## src/rtl/fetch_defs.sv

```systemverilog
// Shared definitions for the fetch stage: state encodings, instruction width
// and the default reset PC.
package fetch_defs;

    localparam int unsigned INSTR_W          = 32;
    localparam int unsigned RESET_PC_DEFAULT = 0;

    typedef enum logic [1:0] {
        FS_RUN    = 2'd0,
        FS_HALTED = 2'd1,
        FS_FAULT  = 2'd2
    } fetch_state_e;

endpackage

```

## src/rtl/fetch_perf_ctr.sv

```systemverilog
// Fetch performance counters: delivered instructions and bubble cycles.
// Both wrap modulo 2^32 and clear on synchronous reset.
module fetch_perf_ctr
    import fetch_defs::*;
(
    input  logic               clk,
    input  logic               reset,
    input  logic               fetch_inc,
    input  logic               bubble_inc,
    output logic [INSTR_W-1:0] fetch_count,
    output logic [INSTR_W-1:0] bubble_count
);

    always_ff @(posedge clk) begin
        if (reset) begin
            fetch_count  <= '0;
            bubble_count <= '0;
        end else begin
            if (fetch_inc)  fetch_count  <= fetch_count + 1'b1;
            if (bubble_inc) bubble_count <= bubble_count + 1'b1;
        end
    end

endmodule

```

## src/rtl/fetch_unit.sv

```systemverilog
// Instruction fetch stage: owns the PC, registers instr_in into the IF register,
// handles stall/redirect/halt/fault. Optional counters under FETCH_PERF_EN.
module fetch_unit
    import fetch_defs::*;
#(
    parameter int unsigned RESET_PC  = RESET_PC_DEFAULT,
    parameter int unsigned MEM_DEPTH = 256
) (
    input  logic               clk,
    input  logic               reset,
    input  logic               stall,
    input  logic               redirect_valid,
    input  logic [31:0]        redirect_target,
    input  logic               halt_req,
    output logic [31:0]        pc,
    input  logic [INSTR_W-1:0] instr_in,
    output logic               if_valid,
    output logic [31:0]        if_pc,
    output logic [INSTR_W-1:0] if_instr,
    output logic [1:0]         fetch_state,
    output logic [31:0]        fetch_count,
    output logic [31:0]        bubble_count
);

    localparam logic [31:0] DEPTH = 32'(MEM_DEPTH);

    fetch_state_e       state_q, state_d;
    logic [31:0]        pc_q, pc_d, pc_next;
    logic               if_valid_q, if_valid_d;
    logic [31:0]        if_pc_q, if_pc_d;
    logic [INSTR_W-1:0] if_instr_q, if_instr_d;

    assign pc_next = pc_q + 32'd1;

    always_ff @(posedge clk) begin
        if (reset) begin
            state_q    <= FS_RUN;
            pc_q       <= 32'(RESET_PC);
            if_valid_q <= 1'b0;
            if_pc_q    <= '0;
            if_instr_q <= '0;
        end else begin
            state_q    <= state_d;
            pc_q       <= pc_d;
            if_valid_q <= if_valid_d;
            if_pc_q    <= if_pc_d;
            if_instr_q <= if_instr_d;
        end
    end

    always_comb begin
        state_d    = state_q;
        pc_d       = pc_q;
        if_valid_d = if_valid_q;
        if_pc_d    = if_pc_q;
        if_instr_d = if_instr_q;
        case (state_q)
            FS_RUN: begin
                if (halt_req) begin
                    state_d    = FS_HALTED;
                    if_valid_d = 1'b0;
                end else if (redirect_valid) begin
                    if_valid_d = 1'b0;
                    if (redirect_target >= DEPTH) state_d = FS_FAULT;
                    else                          pc_d    = redirect_target;
                end else if (!stall) begin
                    // Current word is delivered even when the next PC faults.
                    if_pc_d    = pc_q;
                    if_instr_d = instr_in;
                    if_valid_d = 1'b1;
                    if (pc_next >= DEPTH) state_d = FS_FAULT;
                    else                  pc_d    = pc_next;
                end
            end
            FS_HALTED: begin
                if_valid_d = 1'b0;
            end
            default: begin
                // Covers FS_FAULT and the unused encoding 3.
                state_d    = FS_FAULT;
                if_valid_d = 1'b0;
            end
        endcase
    end

    assign pc          = pc_q;
    assign if_valid    = if_valid_q;
    assign if_pc       = if_pc_q;
    assign if_instr    = if_instr_q;
    assign fetch_state = (state_q == FS_RUN || state_q == FS_HALTED) ? state_q : FS_FAULT;

`ifdef FETCH_PERF_EN
    logic run, hold, load;
    assign run  = (state_q == FS_RUN);
    assign hold = stall && !redirect_valid && !halt_req;
    assign load = run && !halt_req && !redirect_valid && !stall;

    fetch_perf_ctr u_perf (
        .clk          (clk),
        .reset        (reset),
        .fetch_inc    (load),
        .bubble_inc   (run && (!if_valid_q || hold)),
        .fetch_count  (fetch_count),
        .bubble_count (bubble_count)
    );
`else
    assign fetch_count  = '0;
    assign bubble_count = '0;
`endif

endmodule

```

## config.mk

```make
export PLATFORM = sky130hd
export DESIGN_NAME = fetch_unit
export DESIGN_NICKNAME = d
export VERILOG_FILES = /design/src/rtl/fetch_defs.sv /design/src/rtl/fetch_perf_ctr.sv /design/src/rtl/fetch_unit.sv
export SDC_FILE = /design/constraint.sdc
export NUM_CORES = 1
export LEC_CHECK = 0
export CELL_PAD_IN_SITES_DETAIL_PLACEMENT = 0
export CELL_PAD_IN_SITES_GLOBAL_PLACEMENT = 1
export CORE_MARGIN = 1
export CORE_UTILIZATION = 30
export CTS_CLUSTER_DIAMETER = 30
export DETAILED_ROUTE_END_ITERATION = 7
export GPL_ROUTABILITY_DRIVEN = 1
export PLACE_DENSITY = 0.87
export SETUP_SLACK_MARGIN = 0.3
export SLEW_MARGIN = 40
export SYNTH_ARGS = -nofsm -noshare
export SYNTH_HDL_FRONTEND = slang
export SYNTH_HIERARCHICAL = 1
export SYNTH_SLANG_ARGS = --single-unit
```

## constraint.sdc

```tcl
create_clock -name clk -period 7.9 [get_ports clk]
set_input_delay 0.79 -clock clk [delete_from_list [all_inputs] [get_ports clk]]
set_output_delay 0.79 -clock clk [all_outputs]
set_load 0.1 [all_outputs]
```

; Word level (Yosys, flattened, before mapping)
; Cells that the tools add are included.
[op_classes]
n_eq_ne = 7
n_mux = 11
order_cmp = 2
bitwise = 5
multipliers = 0
n_div = 0
add_sub_neg = 1
reduce_logical = 6
n_shift = 0
[ops]
columns = operator, n
row1 = $mux W32, 4
row2 = $ge A32 B9 Y1 const B, 2
row3 = $add A32 B1 Y32 const B, 1
row4 = $mux W2, 6
row5 = $ne A4 B4 Y1 const B, 3
row6 = $reduce_and A4 Y1, 2
row7 = $not A1 Y1, 5
row8 = $reduce_and A5 Y1, 1
row9 = $ne A2 B2 Y1 const B, 2
row10 = $pmux W2 S2, 1
row11 = $reduce_or A4 Y1, 1
row12 = $eq A2 B1 Y1 const B, 1
row13 = $logic_not A2 Y1, 1
row14 = $ne A2 B1 Y1 const B, 1
row15 = $logic_or A1 B1 Y1, 1
[totals]
word_cells = 37
mem_count = 0
regBits = 99
latchBits = 0
romBits = 0
input_bits = 69
output_inout_bits = 163
ramBits = 0

; Longest topological paths before layout
; Gate-level depths: netlist (run 1).
[depth]
word_depth = 7
ltp_mapped = 10

; Worst setup path after synthesis (run 1)
; Ideal clock, no wire load.
[synth_path]
path_kind = flip-flop to flip-flop
startpoint = register pc_q[1] (netlist: pc[1])
endpoint = register pc_q[3] (netlist: pc[3])
synth_period_minus_slack_ps = 3505
n_path_buf = 1
arrival_time_ps = 3371
setup_ps = 134
path_slack_ps = 4395
t_required_ps = 7766
stages_incl_launch_ff = 10
path_cell_list = dfxtp_1 -> ha_1 -> nand4_1 -> or4_4 -> nor4_1 -> a31oi_1 -> or4_1 -> buf_2 -> o311ai_1 -> o31ai_1
[synth_between]
elab_chain_cells = 4
word_cells_on_any_way = 7
classes_between = add/sub (1) / order compare (1) / eq/ne (1) / mux (3) / reduce/logical (1)
[synth_lines]
columns = element, line
row1 = from (decl), fetch_unit.sv:28  ; logic [31:0] pc_q, pc_d, pc_next;
row2 = from (signal assigned), fetch_unit.sv:38  ; pc_q <= 32'(RESET_PC);
row3 = from (signal assigned), fetch_unit.sv:44  ; pc_q <= pc_d;
row4 = $add A32 B1 Y32 *, fetch_unit.sv:33  ; assign pc_next = pc_q + 32'd1;
row5 = $ge A32 B9 Y1 or $mux W32 (tied branches), fetch_unit.sv:71  ; if (pc_next >= DEPTH) state_d = FS_FAULT;
row6 = $ne A2 B2 Y1 (no line) or $mux W32 (tied branches), -
row7 = $reduce_and A5 Y1 (no line) or $mux W32 (tied branches), -
; Mark *: on every way between the ends. The rest lies on a longest branch, timed or not. The select of a mux whose other input is x is not followed.
; A chain may end at the register's enable or synchronous reset.

; Worst setup path in the final report (run 1)
[layout_path]
startpoint = input port redirect_valid
endpoint = register pc_q[5] (netlist: pc[5])
[layout_between]
elab_chain_cells = 2
word_cells_on_any_way = 5
classes_between = eq/ne (3) / mux (1) / reduce/logical (1)
[layout_lines]
columns = element, line
row1 = from (decl), fetch_unit.sv:12  ; input logic redirect_valid,
row2 = $ne A2 B2 Y1 (no line) or $ne A2 B1 Y1 (tied branches), -
row3 = $reduce_and A5 Y1 (no line), -
; Several ways; a longest one is shown, not always the timed one.

==> impl_metrics.py, run 1 <==
metrics = {
    "status": {
        "status": "finished, violations left",
        "violations": "DRC",
    },
    "clock_network": {
        "numCtsBuffers": 9,
        "postCtsSetupBuffers": 0,
        "post_cts_resized": 0,
        "cts_tree": "built",
        "root_buffer": "clkbuf_16",
        "cts_hold_buf": 0,
        "htreeDepth": 3,
        "clk_pin_slew_ns": 0.07,
        "clockBufferDepth": 2,
        "clk_latency_ns": 0.35,
        "cts_sinks": 99,
    },
    "placed_design": {
        "place.gp.congestion": 0.767,
        "dp_hpwl_um": 8540,
        "pre_cts_ws_ns": 4.03,
        "io_buffers": 167,
        "dpl-instance-area_mm2": 0.00562,
    },
    "cells_and_area": {
        "area_growth_pct": 29.6,
        "nNetsFinal": 788,
        "final_area_mm2": 0.00594,
        "antenna_cells": 0,
        "drive_above_1_share_pct": 18.9,
        "utilization_pct": 40.4,
    },
    "critical_path": {
        "path_class": "input pin to flop",
        "cp_max_fo": 39,
        "worstReg2RegStart": "pc[2]",
        "startpoint": "redirect_valid",
        "critPathRequiredTime_ns": 8.11,
        "arrival_ns": 3.70,
        "end_kind": "flop",
        "critPathLaunchType": "input pin",
    },
    "sta": {
        "slew_headroom_pct": 50.9,
        "period_minus_slack_ns": 3.49,
        "slew_violations": 0,
        "worstMarginPinSlew_ns": 0.734,
        "fin_setup_tns_ns": 0,
        "holdWs_ns": 0.451,
        "fin_worst_skew_ns": 0.00822,
        "rsz0062_at_grt": "false",
        "hold_violations": 0,
        "setup_viol": 0,
        "fmax_mhz": 287,
        "worst_slack_ns": 4.41,
        "post-route-period-util_pct": 44.2,
    },
    "floorplanning": {
        "rows": 44,
        "io_pins": 232,
        "die_y_um": 126,
        "dieArea_mm2": 0.0158,
        "die_w_um": 126,
        "start_util_pct": 31.2,
        "coreArea_mm2": 0.0147,
    },
    "power_and_ir_drop": {
        "leakage_uw": 0.00250,
        "switching_share_pct": 33.2,
        "p_int_uw": 820,
        "p_clk_share_pct": 37.4,
        "p_seq_share_pct": 41.6,
        "pwr_density_cell_mw_per_mm2": 207,
        "peakVddDrop_mv": 0.129,
        "p_sw_uw": 408,
        "combPwrFrac_pct": 21.0,
    },
    "route": {
        "routed_wl_um": 12300,
        "dr.pass1.iters": 8,
        "routedWlPerCell_um": 13.6,
        "final_antenna_net_count": 0,
        "vias": 4126,
        "first_iter_violations": 269,
        "routed_via_density": 4.55,
        "drcViolationCount": 12,
    },
    "global_routing": {
        "grt_max_degree": 76,
        "use_met1_pct": 20.2,
        "grt_pass1_vias": 3678,
        "grt-ovfl-total": 0,
        "antenna_found_initial": 0,
        "gr-usage-all-layers_pct": 15.5,
        "met2_usage_pct": 24.2,
        "grt_pass1_wl_um": 19500,
        "groute.layer.met3.usage_pct": 5.65,
        "grt-busiest-layer": "met2",
    },
    "synth": {
        "yosysUniqueCellTypes": 54,
        "syn_inst": 572,
        "synthTopCellsByArea": "dfxtp_1 (43%), nand2_1 (11%), buf_4 (11%)",
        "synth.top_cells.by_count": "nand2_1 (139), dfxtp_1 (99), a21oi_1 (72)",
        "yosys.area.top_type": "dfxtp_1",
        "synth_ff_type": "dfxtp_1",
        "synth_edf_count": 0,
        "synth.avg_cell_area_um2": 8.01,
        "netlist_area_mm2": 0.00458,
        "synth.most_common_cell": "nand2_1",
        "seq_area_frac_synth_pct": 43.3,
        "synth_warnings": 6,
        "async_flop_share_pct": 0,
        "synth-seq-cells": 99,
        "synth_top_area_share_pct": 43.3,
    },
    "min_path": {
        "hp-class": "flop to flop",
        "min_from": "if_pc[8]",
    },
    "flow_run": {
        "maxCapViolations": 0,
    },
}
## final timing paths
| kind | to | slack (ns) | cells after the start |
|---|---|---|---|
| setup / recovery | pc[5] | 4.41 | 7 |
| hold / removal | if_pc[8] | 0.45 | 2 |
| setup reg to reg | pc[5] | 4.73 | 8 |
| hold reg to reg | if_pc[8] | 0.45 | 2 |
## per-layer routing
layer | part of all wire (%) | wire length [um]
met4 | 0.29 | 36
met1 | 47 | 5740
met5 | 0 | 0
met3 | 6.9 | 846
met2 | 46 | 5720
## sequential cells by signal (all words and copies together) (netlist names)
name	flops
pc	32
if_instr	32
if_valid	1
if_pc	32
state_q	2
## critical path, stage by stage
cell and delay, ns:
clkdlybuf4s50_1 0.73, nand2b_1 0.38, nor2_4 0.60, buf_4 0.53, nor2_1 0.18, o311ai_1 0.35, o31ai_1 0.12
## logic make-up after synthesis
group	synth area share [%]
buf+inv	14.1
other cells	0.0819
xor+xnor	1.72
simple gates	26.5
compound gates	12.6
fa+ha+maj	0.273
mux	1.37
flops	43.3
## power groups by stage
| stage | sequential (uW) | clock, uW | combinational, uW |
|---|---|---|---|
| final | 511 | 459 | 257 |
| after CTS | 511 | 477 | 258 |
| after global placement | 522 | 0 | 264 |
| after floorplan | 564 | 0 | 191 |
| after detailed placement | 522 | 0 | 257 |
| after global routing | 512 | 500 | 266 |
## cells in the final DEF, fill, tap and decap left out, types with 9 or more instances in the layout
master	count
nand2_1	139
buf_2	100
dfxtp_1	99
a21oi_1	72
clkdlybuf4s50_1	67
conb_1	64
and2_1	24
nor2_1	19
nand4_1	13
nor3_1	12
nand3_1	12
clkbuf_16	9
## stage by stage
stage               instances  power [uW]
global placement          891         786
finish                    907        1230
floorplan                 635         755
detailed placement        891         780
global route              907        1280
CTS                       907        1250
## area by class of cell
class | instances | area [um^2]
sequential | 99 | 1980
timing repair buffer | 171 | 1200
inverter | 2 | 7.51
clock buffer | 13 | 270
multi-input combinational | 435 | 2200
clock inverter | 3 | 45.0
fill | 1520 | 8760
tap | 184 | 230
Note: power is estimated with default switching activity, not from simulation.
==> run 2: changes to the inputs <==
- CORE_UTILIZATION: 30 -> 28
- PLACE_DENSITY: 0.87 -> 0.82
- clock period: 7.9 -> 3.5 ns (I/O delays scaled with it)
==> impl_metrics.py, run 2 (same netlist as run 1, synthesis figures left out) <==
metrics = {
    "status": {
        "status": "completed",
    },
    "global_routing": {
        "grt_max_degree": 75,
        "grt_pass1_vias": 3651,
        "grt_pass1_wl_um": 19500,
        "gr-usage-all-layers_pct": 15.2,
        "antenna_found_initial": 0,
        "grt-ovfl-total": 0,
    },
    "cells_and_area": {
        "antenna_cells": 0,
        "nNetsFinal": 793,
        "area_growth_pct": 33.1,
        "drive_above_1_share_pct": 22.9,
        "final_area_mm2": 0.00609,
        "layout_common_cells": "nand2_1 (139), buf_2 (100), dfxtp_1 (74), a21oi_1 (72), clkdlybuf4s50_1 (67)",
        "final_common_cell": "nand2_1",
    },
    "power_and_ir_drop": {
        "leakage_uw": 0.00257,
        "peakVddDrop_mv": 0.232,
        "pwr_density_cell_mw_per_mm2": 474,
    },
    "critical_path": {
        "path_class": "flop to flop",
        "critPathLaunchType": "flop",
        "critPathRequiredTime_ns": 3.72,
        "slowest_stage": "or4_1",
        "cp_max_fo": 8,
        "end_kind": "flop",
        "reg2reg_depth": 8,
        "cp_common_cell": "or4_1",
        "cpPeakStageDelay_ns": 0.67,
        "arrival_ns": 3.21,
        "crit_chain": "and4_4 -> and3_4 -> or4_1 -> a22o_1 -> or3_4 -> or4_1 -> o311ai_1 -> o31ai_1",
    },
    "min_path": {
        "hp-class": "input pin to flop",
        "holdPathStages": 3,
    },
    "placed_design": {
        "dp_hpwl_um": 9190,
        "place.gp.congestion": 0.756,
        "dpl-instance-area_mm2": 0.00573,
        "io_buffers": 167,
    },
    "floorplanning": {
        "rows": 46,
        "die_y_um": 130,
        "start_util_pct": 28.7,
        "io_pins": 232,
        "dieArea_mm2": 0.0169,
        "coreArea_mm2": 0.0159,
        "die_w_um": 130,
    },
    "sta": {
        "hold_violations": 0,
        "fmax_mhz": 334,
        "worstMarginPinSlew_ns": 0.616,
        "rsz0062_at_grt": "false",
        "slew_violations": 0,
        "period_minus_slack_ns": 3.00,
        "slew_headroom_pct": 58.8,
        "post-route-period-util_pct": 85.7,
        "setup_viol": 0,
        "fin_worst_skew_ns": 0.00639,
        "fin_setup_tns_ns": 0,
    },
    "route": {
        "dr.pass1.iters": 4,
        "first_iter_violations": 192,
        "drcViolationCount": 0,
        "routed_wl_um": 12800,
        "routedWlPerCell_um": 13.6,
        "routed_via_density": 4.39,
        "final_antenna_net_count": 0,
        "vias": 4147,
    },
    "clock_network": {
        "numCtsBuffers": 9,
        "clk_latency_ns": 0.35,
        "root_buffer": "clkbuf_16",
        "post_cts_resized": 0,
        "htreeDepth": 3,
        "cts_hold_buf": 0,
        "clockBufferDepth": 2,
        "cts_tree": "built",
        "postCtsSetupBuffers": 0,
        "clk_pin_slew_ns": 0.06,
        "cts_sinks": 99,
    },
    "flow_run": {
        "maxCapViolations": 0,
    },
}
==> run 2: cell count changes in the layout (fill, tap and decap cells not counted) <==
cell,previous run,this run
buf_12,0,2
clkinv_2,0,2
buf_4,3,7
clkinvlp_4,2,0
dfxtp_1,99,74
clkbuf_8,3,1
buf_6,1,0
dfxtp_2,0,25
bufinv_16,1,3
==> run 2: worst paths after layout <==
check | startpoint | end | slack, ns
setup reg to reg | pc[3] | pc[5] | 0.50
hold / removal | reset | state_q[1] | 0.44
setup / recovery | pc[3] | pc[5] | 0.50
hold reg to reg | if_instr[27] | if_instr[27] | 0.45
==> run 2: through the flow <==
step                hold WS, ns  setup slack, ns  std cells  util, %  total power, uW
floorplan                 0.468            0.350        635        -             1700
global placement          0.441            0.502        927     39.1             1780
detailed placement        0.443            0.487        927     36.0             1770
CTS                       0.417            0.467        943     38.1             2920
global route              0.454            0.318        944     38.2             2990
finish                    0.443            0.502        944     38.2             2890
==> run 2: power breakdown <==
part / switching, uW / leakage [uW] / internal [uW]
combinational: 489 / 0.00159 / 100
clock: 428 / 0.000169 / 716
sequential: 11.0 / 0.000812 / 1140
total: 928 / 0.00257 / 1960
==> run 2: routing by layer <==
metal | vias up | routed length (um) | part of all wire (%) | GRT usage [%]
li1 | 2111 | - | - | -
met1 | 1867 | 5930 | 46 | 19.5
met4 | 0 | 182 | 1.4 | 5.88
met5 | - | 0 | 0 | 0
met3 | 11 | 782 | 6.1 | 3.65
met2 | 158 | 5920 | 46 | 24.6
==> run 2: critical path: cells and delay by family, from the launching register on <==
kind,cells,cell delay (ns)
AOI/OAI and AO/OA,3,0.67
DFF,1,0.36
and+or+nand+nor,5,1.84
==> run 2: cell type report <==
class / instances / area [um^2]
clock inverter: 5 / 100
inverter: 2 / 7.51
multi-input combinational: 435 / 2200
tap: 216 / 270
sequential: 99 / 2010
fill: 1696 / 9850
timing repair buffer: 176 / 1260
clock buffer: 11 / 243
